==> src/rtl/wb_write_queue_if.sv <==
// Handshake/regfile-port bundle for wb_write_queue.
// WB_FWD_EN adds the forwarding lookup signals.
interface wb_write_queue_if #(parameter int DEPTH = 4);
  logic        alu_valid;
  logic        alu_ready;
  logic        alu_wb_en;
  logic        alu_is_call;
  logic [3:0]  alu_rd;
  logic [31:0] alu_data;
  logic [31:0] alu_pc;
  logic        ld_valid;
  logic        ld_ready;
  logic [3:0]  ld_rd;
  logic [31:0] ld_data;
  logic        wb_hold;
  logic        is_wb;
  logic [3:0]  wr_adr;
  logic [31:0] wr_data;
  logic [15:0] pending;
  logic [$clog2(DEPTH):0] count;
`ifdef WB_FWD_EN
  logic [3:0]  fwd_adr;
  logic        fwd_hit;
  logic [31:0] fwd_data;
`endif

  modport slave (
    input  alu_valid, alu_wb_en, alu_is_call, alu_rd, alu_data, alu_pc,
    input  ld_valid, ld_rd, ld_data, wb_hold,
    output alu_ready, ld_ready, is_wb, wr_adr, wr_data, pending, count
`ifdef WB_FWD_EN
    , input fwd_adr, output fwd_hit, fwd_data
`endif
  );

  modport master (
    output alu_valid, alu_wb_en, alu_is_call, alu_rd, alu_data, alu_pc,
    output ld_valid, ld_rd, ld_data, wb_hold,
    input  alu_ready, ld_ready, is_wb, wr_adr, wr_data, pending, count
`ifdef WB_FWD_EN
    , output fwd_adr, input fwd_hit, fwd_data
`endif
  );
endinterface

==> src/rtl/wb_write_queue.sv <==
// Writeback queue: ALU/load results -> DEPTH-entry FIFO -> one regfile write per cycle.
// Optional WB_FWD_EN adds a youngest-match forwarding lookup over queued/presented writes.
module wb_write_queue #(
  parameter int         DEPTH  = 4,
  parameter logic [3:0] RA_ADR = 4'd15
) (
  input logic            clk,
  input logic            reset,
  wb_write_queue_if.slave bus
);
  localparam int AW = $clog2(DEPTH);
  localparam int CW = AW + 1;

  typedef struct packed {
    logic [3:0]  adr;
    logic [31:0] data;
  } wb_entry_t;

  wb_entry_t         mem [DEPTH];
  logic [DEPTH-1:0]  vld;
  logic [AW-1:0]     wr_ptr, rd_ptr;
  logic [CW-1:0]     cnt;
  logic              is_wb_q;
  logic [3:0]        wr_adr_q;
  logic [31:0]       wr_data_q;

  logic      full, ld_acc, alu_acc, push, pop;
  wb_entry_t enq;

  // Readiness looks only at registered occupancy, so a pop never frees a slot same-cycle.
  assign full    = (cnt == CW'(DEPTH));
  assign ld_acc  = bus.ld_valid && !full;
  assign alu_acc = bus.alu_valid && !full && !bus.ld_valid;
  assign push    = ld_acc || (alu_acc && (bus.alu_is_call || bus.alu_wb_en));
  assign pop     = (cnt != '0) && !bus.wb_hold;

  always_comb begin
    enq = '0;
    if (ld_acc)                enq = '{adr: bus.ld_rd,  data: bus.ld_data};
    else if (bus.alu_is_call)  enq = '{adr: RA_ADR,     data: bus.alu_pc + 32'd4};
    else                       enq = '{adr: bus.alu_rd, data: bus.alu_data};
  end

  always_ff @(posedge clk) begin
    if (push) mem[wr_ptr] <= enq;
  end

  always_ff @(posedge clk) begin
    if (reset) begin
      wr_ptr    <= '0;
      rd_ptr    <= '0;
      cnt       <= '0;
      vld       <= '0;
      is_wb_q   <= 1'b0;
      wr_adr_q  <= '0;
      wr_data_q <= '0;
    end else begin
      // Push and pop never share a slot: that needs count==0 or count==DEPTH.
      if (pop) begin
        vld[rd_ptr] <= 1'b0;
        rd_ptr      <= rd_ptr + AW'(1);
        wr_adr_q    <= mem[rd_ptr].adr;
        wr_data_q   <= mem[rd_ptr].data;
      end
      if (push) begin
        vld[wr_ptr] <= 1'b1;
        wr_ptr      <= wr_ptr + AW'(1);
      end
      is_wb_q <= pop;
      case ({push, pop})
        2'b10:   cnt <= cnt + CW'(1);
        2'b01:   cnt <= cnt - CW'(1);
        default: ;
      endcase
    end
  end

  logic [15:0] pend;
  always_comb begin
    pend = '0;
    for (int i = 0; i < DEPTH; i++)
      if (vld[i]) pend[mem[i].adr] = 1'b1;
    if (is_wb_q) pend[wr_adr_q] = 1'b1;
  end

  assign bus.ld_ready  = !full;
  assign bus.alu_ready = !full && !bus.ld_valid;
  assign bus.is_wb     = is_wb_q;
  assign bus.wr_adr    = wr_adr_q;
  assign bus.wr_data   = wr_data_q;
  assign bus.pending   = pend;
  assign bus.count     = cnt;

`ifdef WB_FWD_EN
  logic          hit;
  logic [31:0]   hit_data;
  logic [AW-1:0] idx;
  // Scan oldest to youngest so the last match wins.
  always_comb begin
    hit      = 1'b0;
    hit_data = '0;
    idx      = '0;
    if (is_wb_q && wr_adr_q == bus.fwd_adr) begin
      hit      = 1'b1;
      hit_data = wr_data_q;
    end
    for (int k = 0; k < DEPTH; k++) begin
      idx = rd_ptr + AW'(k);
      if (vld[idx] && mem[idx].adr == bus.fwd_adr) begin
        hit      = 1'b1;
        hit_data = mem[idx].data;
      end
    end
  end
  assign bus.fwd_hit  = hit;
  assign bus.fwd_data = hit_data;
`endif
endmodule
==> src/flat_wrapper.sv <==
// flat-port wrapper written by rule: the top's interface ports become plain ports
module wb_write_queue_flat 
#(
  parameter int         DEPTH  = 4,
  parameter logic [3:0] RA_ADR = 4'd15
)
  (clk, reset, bus_alu_valid, bus_alu_wb_en, bus_alu_is_call, bus_alu_rd, bus_alu_data, bus_alu_pc, bus_ld_valid, bus_ld_rd, bus_ld_data, bus_wb_hold, bus_alu_ready, bus_ld_ready, bus_is_wb, bus_wr_adr, bus_wr_data, bus_pending, bus_count);
  wb_write_queue_if #(.DEPTH(DEPTH)) bus_i ();
  input logic clk;
  input logic reset;
  input wire logic [$bits(bus_i.alu_valid)-1:0] bus_alu_valid;
  input wire logic [$bits(bus_i.alu_wb_en)-1:0] bus_alu_wb_en;
  input wire logic [$bits(bus_i.alu_is_call)-1:0] bus_alu_is_call;
  input wire logic [$bits(bus_i.alu_rd)-1:0] bus_alu_rd;
  input wire logic [$bits(bus_i.alu_data)-1:0] bus_alu_data;
  input wire logic [$bits(bus_i.alu_pc)-1:0] bus_alu_pc;
  input wire logic [$bits(bus_i.ld_valid)-1:0] bus_ld_valid;
  input wire logic [$bits(bus_i.ld_rd)-1:0] bus_ld_rd;
  input wire logic [$bits(bus_i.ld_data)-1:0] bus_ld_data;
  input wire logic [$bits(bus_i.wb_hold)-1:0] bus_wb_hold;
  output wire logic [$bits(bus_i.alu_ready)-1:0] bus_alu_ready;
  output wire logic [$bits(bus_i.ld_ready)-1:0] bus_ld_ready;
  output wire logic [$bits(bus_i.is_wb)-1:0] bus_is_wb;
  output wire logic [$bits(bus_i.wr_adr)-1:0] bus_wr_adr;
  output wire logic [$bits(bus_i.wr_data)-1:0] bus_wr_data;
  output wire logic [$bits(bus_i.pending)-1:0] bus_pending;
  output wire logic [$bits(bus_i.count)-1:0] bus_count;
  assign bus_i.alu_valid = bus_alu_valid;
  assign bus_i.alu_wb_en = bus_alu_wb_en;
  assign bus_i.alu_is_call = bus_alu_is_call;
  assign bus_i.alu_rd = bus_alu_rd;
  assign bus_i.alu_data = bus_alu_data;
  assign bus_i.alu_pc = bus_alu_pc;
  assign bus_i.ld_valid = bus_ld_valid;
  assign bus_i.ld_rd = bus_ld_rd;
  assign bus_i.ld_data = bus_ld_data;
  assign bus_i.wb_hold = bus_wb_hold;
  assign bus_alu_ready = bus_i.alu_ready;
  assign bus_ld_ready = bus_i.ld_ready;
  assign bus_is_wb = bus_i.is_wb;
  assign bus_wr_adr = bus_i.wr_adr;
  assign bus_wr_data = bus_i.wr_data;
  assign bus_pending = bus_i.pending;
  assign bus_count = bus_i.count;
  wb_write_queue #(.DEPTH(DEPTH), .RA_ADR(RA_ADR)) u_core (.clk(clk), .reset(reset), .bus(bus_i));
endmodule
==> config.mk <==
export PLATFORM = sky130hd
export DESIGN_NAME = wb_write_queue_flat
export DESIGN_NICKNAME = d
export VERILOG_FILES = /design/src/rtl/wb_write_queue_if.sv /design/src/rtl/wb_write_queue.sv /design/src/flat_wrapper.sv
export SDC_FILE = /design/constraint.sdc
export NUM_CORES = 1
export LEC_CHECK = 0
export BUFFER_PORTS_ARGS = -buffer_cell sky130_fd_sc_hd__buf_2
export CAP_MARGIN = 20
export CORE_MARGIN = 3
export CORE_UTILIZATION = 55
export CTS_CLUSTER_DIAMETER = 200
export DETAILED_ROUTE_END_ITERATION = 6
export PLACE_DENSITY_LB_ADDON = 0.05
export SYNTH_ARGS = -nofsm -noshare
export SYNTH_HDL_FRONTEND = slang
export SYNTH_SLANG_ARGS = --single-unit
==> constraint.sdc <==
create_clock -name clk -period 4.6 [get_ports clk]
set_clock_uncertainty 0.2 [all_clocks]
set_input_delay 0.92 -clock clk [delete_from_list [all_inputs] [get_ports clk]]
set_output_delay 0.92 -clock clk [all_outputs]
set_load 0.01 [all_outputs]
Word level (Yosys, flattened, before mapping)
Memories as Yosys holds them, arrays and structs flattened. A register that Yosys moved wholly into a read port is not among the register bits.
Cells that the tools add are included.
{"block": "totals", "output_inout_bits": 58, "elab_cells": 82, "inputBits": 111, "memories": 1, "mem_bits_rw": 144, "ff_bits": 12}
{"block": "op_classes", "magnitude_cmp": 14, "n_reduce_logical": 20, "n_addsub": 5, "n_eq_ne": 3, "muxes": 27, "n_bitwise": 7}
{"name": "u_core.mem", "depth": 4, "word_bits": 36, "read_ports": 5, "rd_ports_with_merged_regs": 1, "wr": 1, "line": "wb_write_queue.sv:19", "text": "wb_entry_t mem [DEPTH];"}
{"cell": "16-bit 2-to-1 mux", "count": 5}
{"cell": "36-bit 2-to-1 mux", "count": 2}
{"cell": "16-bit OR", "count": 4}
{"cell": "32-bit by 3-bit adder with 32-bit output (second input constant)", "count": 1}
{"cell": "4-bit by 5-bit < comparator with 1-bit output (second input constant)", "count": 5}
{"cell": "1-bit demux with 4-bit select", "count": 5}
{"cell": "4-bit by 1-bit greater-or-equal comparator with 1-bit output (second input constant)", "count": 5}
{"cell": "1-bit logical AND", "count": 13}
{"cell": "4-bit 2-to-1 mux", "count": 3}
{"cell": "1-bit 2-to-1 mux", "count": 9}
{"cell": "2-bit by 3-bit < comparator with 1-bit output (second input constant)", "count": 2}
{"cell": "3-bit case mux with 2 select lines", "count": 1}
{"cell": "2-bit by 1-bit adder with 2-bit output (second input constant)", "count": 2}
{"cell": "4-bit bitwise AND", "count": 1}
{"cell": "1-bit demux with 2-bit select", "count": 2}
{"cell": "2-bit by 1-bit greater-or-equal comparator with 1-bit output (second input constant)", "count": 2}
{"cell": "4-bit inverter", "count": 1}
{"cell": "4-bit OR", "count": 1}
{"cell": "3-bit by 1-bit adder with 3-bit output (second input constant)", "count": 1}
{"cell": "3-bit equality test (second input constant)", "count": 1}
{"cell": "1-bit zero test", "count": 3}
{"cell": "3-bit nonzero test", "count": 1}
{"cell": "3-bit by 1-bit subtractor with 3-bit output (second input constant)", "count": 1}
{"cell": "2-bit by 1-bit equality test with 1-bit output (second input constant)", "count": 1}
{"cell": "3 further kinds", "count": 4}

Logic depth before layout (Yosys ltp)
Gate-level depths: netlist of run 1.
{"block": "logic_depth", "word_depth": 13, "mapped_depth": 10, "ltp_nobuf": 9}

Worst setup path after synthesis of run 1
OpenSTA, ideal clock, no wires.
{"block": "synth_timing", "path_type": "input to register", "start": "in bus_wb_hold", "end": "reg u_core.cnt[2], in the netlist u_core.bus.count[2]", "n_path_buf": 1, "t_arrival_ps": 2797, "cell_stages": 9, "setup_time_ps": 70, "slack_ps": 1533, "t_required_ps": 4330, "path_cell_list": "or2_2 -> clkinv_1 -> clkbuf_1 -> ha_1 -> inv_1 -> fa_1 -> xor2_1 -> or3_1 -> a21oi_1"}
{"block": "synth_via", "elab_chain_cells": 4, "word_cells_on_any_way": 6, "cone_classes": "eq/ne (2); mux (1); reduce/logical (3)"}
{"element": "from (decl)", "line": "flat_wrapper.sv:20", "text": "input wire logic [$bits(bus_i.wb_hold)-1:0] bus_wb_hold;"}
{"element": "1-bit zero test *", "line": "wb_write_queue.sv:35", "text": "assign pop = (cnt != '0) && !bus.wb_hold;"}
{"element": "1-bit logical AND *", "line": "wb_write_queue.sv:35"}
{"element": "net u_core.pop", "line": "wb_write_queue.sv:27", "text": "logic full, ld_acc, alu_acc, push, pop;"}
{"element": "2-bit by 1-bit equality test with 1-bit output / 2-bit equality test (equally long branches)", "line": "wb_write_queue.sv:70", "text": "case ({push, pop})"}
{"element": "3-bit case mux with 2 select lines / 2-bit nonzero test (equally long branches)"}
{"element": "to (signal assigned)", "line": "wb_write_queue.sv:71", "text": "2'b10: cnt <= cnt + CW'(1);"}
{"element": "to (signal assigned)", "line": "wb_write_queue.sv:72", "text": "2'b01: cnt <= cnt - CW'(1);"}
{"element": "to (decl)", "line": "wb_write_queue.sv:22", "text": "logic [CW-1:0] cnt;"}
Mark *: on every way through the listed nets, which the timed path passes. The rest lies on a longest branch.
A chain may end at the register's enable or synchronous reset.

==> flow_summary.toml, run 1 <==
[worst_hold_path]
min_path_type = "reg -> reg"

[timing]
worst_slack_ns = 1.34
rsz0062_at_grt = "false"
setup_viol = 0
max_slew.worst_pin.slew_ns = 1.12
finalSetupTns_ns = 0
drv_slew = 0
maxSlewHeadroom = 0.253
hold_violations = 0
fmax_mhz = 307
fin_crit_sh = 0.709
fin_crit_ns = 3.26

[placement]
place.gp.congestion = 0.896
dp.final_hpwl_mm = 16.1
io_buffers = 168
dp_slack_ns = 1.11

[floorplan]
die_h_um = 134
die_x_um = 134
die-area_mm2 = 0.0180
core_mm2 = 0.0159
rows = 46
io_pins = 169
start_util = 0.565

[layout]
areaGrowthSynthToFinish_pct = 17.8
layout_common_cells = "buf_2 (168), edfxtp_1 (144), nand2_1 (122)"
nNetsFinal = 1033
n_antenna_cell = 0
drive_gt1_frac = 0.276
mostFrequentLayoutCell = "buf_2"

[power]
p_per_area_mw_per_mm2 = 515
p_comb_frac = 0.270
switching_share = 0.331
p_leak_nw = 3.90
cell_internal_pwr_mw = 3.66
ir_drop_mv = 0.327
p_switching_mw = 1.81
power_frac_clock = 0.261
pwr-share-seq = 0.469

[run]
maxCapViolCount = 0

[synthesis]
synth_nets = 880
ys_async_sr_fraction = 0
synth_seq_cells = 192
yosysUniqueCellTypes = 48
ys_warn_count = 0
syn_area_per_cell_um2 = 11.9
yosysSeqAreaShare = 0.587
synthFlopType = "edfxtp_1"
synthCells = 758
synth_area_mm2 = 0.00901
synth_edf_count = 144

[clock_tree]
root_buffer = "clkbuf_16"
hold_buffers = 0
cts_resized = 0
insertion_delay_ns = 0.43
cts_tree = "yes"
cts_max_level = 4
cts_num_sinks = 192
cts_setup_buffers = 0
numCtsBuffers = 17
clockBufferDepth = 2
clkTransAtPathRegs_ns = 0.07

[setup_path]
cp.required_ns = 4.65
cp_slowest_cell = "nor3b_1"
crit_path_max_fanout = 17
critPathLaunchType = "register"
slowest_delay_ns = 0.80
critPathBufInv = 2
endpoint_kind = "register"
crit_arrival_ns = 3.31
critPathTopFamily = "simple AND/OR/NAND/NOR gates"
critical_path_class = "reg -> reg"
critPathMostFrequentCell = "nand2_1"
cp_cell_sequence = "nor3b_1 -> inv_1 -> nand2_1 -> buf_4 -> nand2_1 -> or4_1 -> nand3_1"

[route]
first_pass_iters = 5
drtIter0Drc = 575
ant_nets = 0
routed_wl_mm = 23.8
wl_met3_mm = 1.68
wl_met2_mm = 11.9
vias = 6824
wl_per_cell_um = 20.9
top_layer = "met4"
drt-met1-wl_mm = 9.86
viasPerCell = 5.99
drc_errors = 0

[global_routing]
grt_overflow = 0
grt_pass1_vias = 6764
antenna_found_initial = 0
grt_util_all_layers = 0.265
grt_pass1_wl_mm = 36.5
grt_max_degree = 50

[run_status]
status = "finished clean"
==> power by group through the flow <==
stage               combinational [mW]  sequential [mW]  clock (mW)
floorplan                         1.01             2.51           0
global placement                  1.45             2.57           0
detailed placement                1.48             2.60           0
CTS                               1.49             2.56        1.45
global route                      1.62             2.60        1.52
finish                            1.47             2.56        1.43
==> logic make-up after synthesis <==
family,count (synthesis),share of synthesized area
buffers and inverters,58,0.0247
muxes,40,0.0944
adders and majority gates,11,0.0161
and+or+nand+nor,273,0.151
AOI/OAI and AO/OA,153,0.0972
xor gates and xnor gates,31,0.0301
DFF,192,0.587
==> cell type report <==
class / instances / area (um^2)
repair buffers: 175 / 893
inverters: 17 / 63.8
clock buffers: 19 / 443
multi-input cells: 508 / 3510
flip-flops and latches: 192 / 5290
well taps: 216 / 270
fillers: 1218 / 5330
clock inverters: 13 / 138
==> sequential cells by signal, summed over array words and instances, names as in the netlist <==
register and count:
u_core.bus.is_wb 1, u_core.vld 4, u_core.wr_ptr 2, u_core.bus.wr_data 32, u_core.mem 144, u_core.bus.wr_adr 4, u_core.bus.count 3, u_core.rd_ptr 2
==> worst reg2reg max path: stages, from the launching register on <==
cell and delay, ns:
dfxtp_1 0.41, nor3b_1 0.80, inv_1 0.14, nand2_1 0.11, buf_4 0.22, nand2_1 0.37
or4_1 0.64, nand3_1 0.19
==> path summary, 6_finish.rpt <==
kind                                                             to  cells after the start                           startpoint  slack, ns
worst min register to register  u_core.bus.wr_data[29]$_SDFFE_PP0N_                      2  u_core.bus.wr_data[29]$_SDFFE_PP0N_       0.25
worst max register to register          u_core.mem[3][31]$_DFFE_PP_                      7     u_core.bus.count[2]$_SDFFE_PP0P_       1.34
worst max-delay path                    u_core.mem[3][31]$_DFFE_PP_                      7     u_core.bus.count[2]$_SDFFE_PP0P_       1.34
worst min-delay path            u_core.bus.wr_data[29]$_SDFFE_PP0N_                      2  u_core.bus.wr_data[29]$_SDFFE_PP0N_       0.25
==> stage by stage <==
step | util | area, um^2 | std cells | hold slack (ns) | power (mW)
floorplan | - | 9010 | 758 | 0.281 | 3.51
global placement | 0.629 | 10000 | 1108 | 0.239 | 4.02
CTS | 0.665 | 10600 | 1140 | 0.254 | 5.49
finish | 0.665 | 10600 | 1140 | 0.251 | 5.47
detailed placement | 0.629 | 10000 | 1108 | 0.243 | 4.08
global route | 0.665 | 10600 | 1140 | 0.270 | 5.74
==> Yosys cell counts, drive strengths merged (2+ instances only) <==
| library cell | count | area share |
|---|---|---|
| or3 | 6 | 0.0047 |
| o211ai | 5 | 0.0042 |
| xnor2 | 11 | 0.011 |
| o22ai | 7 | 0.0049 |
| a22oi | 2 | 0.0017 |
| mux2i | 4 | 0.0044 |
| and2 | 6 | 0.0042 |
| nand2 | 122 | 0.051 |
| a31oi | 2 | 0.0014 |
| and3 | 8 | 0.0056 |
| a32oi | 6 | 0.0058 |
| nand4 | 14 | 0.011 |
| buf | 8 | 0.0039 |
| nand3b | 4 | 0.0033 |
| a221oi | 2 | 0.0019 |
| or4 | 3 | 0.0025 |
| nor3 | 14 | 0.0078 |
| mux4 | 36 | 0.090 |
| nor3b | 22 | 0.018 |
| o32ai | 4 | 0.0039 |
| or2 | 3 | 0.0024 |
| nor2b | 7 | 0.0049 |
| dfxtp | 48 | 0.11 |
| a21oi | 71 | 0.039 |
| nor4 | 2 | 0.0014 |
| a21o | 8 | 0.0067 |
| ha | 10 | 0.014 |
| xor2 | 20 | 0.019 |
| nor2 | 32 | 0.013 |
| nand2b | 7 | 0.0049 |
| o21ai | 42 | 0.023 |
| nand3 | 17 | 0.0094 |
| and4 | 4 | 0.0039 |
| edfxtp | 144 | 0.48 |
| clkbuf | 33 | 0.014 |
| inv | 16 | 0.0067 |
==> routing by layer <==
layer  global-route usage  vias to the layer above
met5                    0                        -
met4               0.0777                        0
met3               0.0521                       33
met2                0.446                      293
met1                0.353                     3363
li1                     -                     3135
No activity file was read; power rests on OpenSTA's default activity.
==> run 2, diff against run 1 <==
- clock period: 4.6 -> 3.2 ns (I/O delays scaled with it)
==> run 2 against run 1 <==
Against the previous run:
- utilization is 1.2 points higher
- via count is 1.4% higher
- sequential share of layout area is 0.86 points lower
- sequential cell count stayed put
- die area stayed put
- hold slack better by 0.0018 ns
- wire length is 2.0% higher
- power is 46% higher
- combinational power is 56% higher
- critical path depth is 2 lower
- clock power is 43% higher
- cell count is 1.8% higher
- critical endpoint is now bus_pending[3]
- largest cell class unchanged
==> flow_summary.toml, run 2 (synthesis gave the netlist of run 1 again) <==
[layout]
top_register = "u_core.mem"
layout.cells.non_filler = 1160
areaGrowthSynthToFinish_pct = 19.8
nNetsFinal = 1053
mostFrequentLayoutCell = "buf_2"
layout_common_cells = "buf_2 (168), edfxtp_1 (144), nand2_1 (122)"
largest_register_ffs = 144
n_antenna_cell = 0
fin_util = 0.677
drive_gt1_frac = 0.291

[worst_hold_path]
min_path_type = "reg -> reg"
min_from = "u_core.bus.wr_data[4]$_SDFFE_PP0N_"

[power]
p_switching_mw = 2.64
cell_internal_pwr_mw = 5.32
p_leak_nw = 4.01
switching_share = 0.332
power_frac_clock = 0.256
p_comb_frac = 0.288
ir_drop_mv = 0.461
p_per_area_mw_per_mm2 = 737
pwr-share-seq = 0.456

[clock_tree]
cts_num_sinks = 192
cts_tree = "yes"
hold_buffers = 0
clockBufferDepth = 2
root_buffer = "clkbuf_16"
cts_resized = 0
insertion_delay_ns = 0.43
clkTransAtPathRegs_ns = 0.07
cts_max_level = 4
numCtsBuffers = 17
cts_setup_buffers = 0

[global_routing]
grt_pass1_wl_mm = 37.7
grt_util_all_layers = 0.273
antenna_found_initial = 0
grt_max_degree = 49
grt_overflow = 0
grt_pass1_vias = 7060

[setup_path]
cp.required_ns = 2.36
crit_start = "u_core.bus.wr_adr[2]$_SDFFE_PP0N_"
critical_path_class = "reg -> out"
crit_path_max_fanout = 12
worstReg2RegStart = "u_core.bus.count[2]$_SDFFE_PP0P_"
cp_cell_sequence = "nor2_1 -> nand2_1 -> o21ai_0 -> or4_1 -> buf_2"
endpoint_kind = "output pin"
slowest_delay_ns = 0.63
cp_slowest_cell = "dfxtp_1"
crit_arrival_ns = 2.14
critPathLaunchType = "register"

[placement]
io_buffers = 168
dp.cells = 1128
dp.final_hpwl_mm = 17.3
place.gp.congestion = 0.889

[timing]
finalSetupTns_ns = 0
fmax_mhz = 335
rsz0062_at_grt = "false"
fin_crit_ns = 2.98
maxSlewHeadroom = 0.449
max_slew.worst_pin.slew_ns = 0.824
setup_viol = 0
drv_slew = 0
hold_violations = 0
hold_ws_ns = 0.253
fin_crit_sh = 0.932

[floorplan]
rows = 46
die_h_um = 134
io_pins = 169
core_mm2 = 0.0159
die-area_mm2 = 0.0180
die_x_um = 134
start_util = 0.565

[run_status]
status = "finished clean"

[route]
drtIter0Drc = 527
wl_per_cell_um = 20.9
drc_errors = 0
top_layer = "met4"
wl_met2_mm = 12.3
routed_wl_mm = 24.3
first_pass_iters = 5
vias = 6918
drt-met1-wl_mm = 9.73
ant_nets = 0
wl_met3_mm = 1.72
viasPerCell = 5.96

[run]
maxCapViolCount = 0
-- run 2: power by group through the flow --
stage / Sequential, mW / Clock [mW] / Combinational (mW)
after floorplan: 3.60 / 0 / 1.45
after global placement: 3.65 / 0 / 2.25
after detailed placement: 3.68 / 0 / 2.31
after CTS: 3.63 / 2.06 / 2.32
after global routing: 3.68 / 2.18 / 2.50
final: 3.63 / 2.04 / 2.29
-- run 2: final cells by class --
type	instances	area (um^2)
clock inverters	14	149
fillers	1246	5150
well taps	216	270
repair buffers	195	1080
flip-flops and latches	192	5290
multi-input cells	508	3510
inverters	17	63.8
clock buffers	18	429
-- run 2: stage by stage --
step	worst slack (ns)	power, mW	cell area, um^2
2_1_floorplan	0.413	5.05	9010
3_3_place_gp	0.505	5.90	10200
3_5_place_dp	0.463	5.99	10200
4_1_cts	0.237	8.01	10800
5_1_grt	0.147	8.35	10800
6_report	0.217	7.96	10800
-- run 2: metal layers --
metal / vias to the layer above / GRT usage
li1: 3187 / -
met1: 3359 / 0.346
met2: 324 / 0.472
met3: 48 / 0.0514
met4: 0 / 0.101
met5: - / 0
-- run 2: final timing paths --
check,slack [ns],to,cells after the start
worst min register to register,0.25,u_core.bus.wr_data[4]$_SDFFE_PP0N_,2
worst max-delay path,0.22,bus_pending[3],5
worst min-delay path,0.25,u_core.bus.wr_data[4]$_SDFFE_PP0N_,2
worst max register to register,0.58,u_core.bus.count[2]$_SDFFE_PP0P_,10
-- run 2: worst max-delay path: cells and delay by family (launching register included) --
kind,cells,cell delay (ns)
flops,1,0.63
compound gates,1,0.07
simple gates,3,0.85
buf+inv,1,0.16
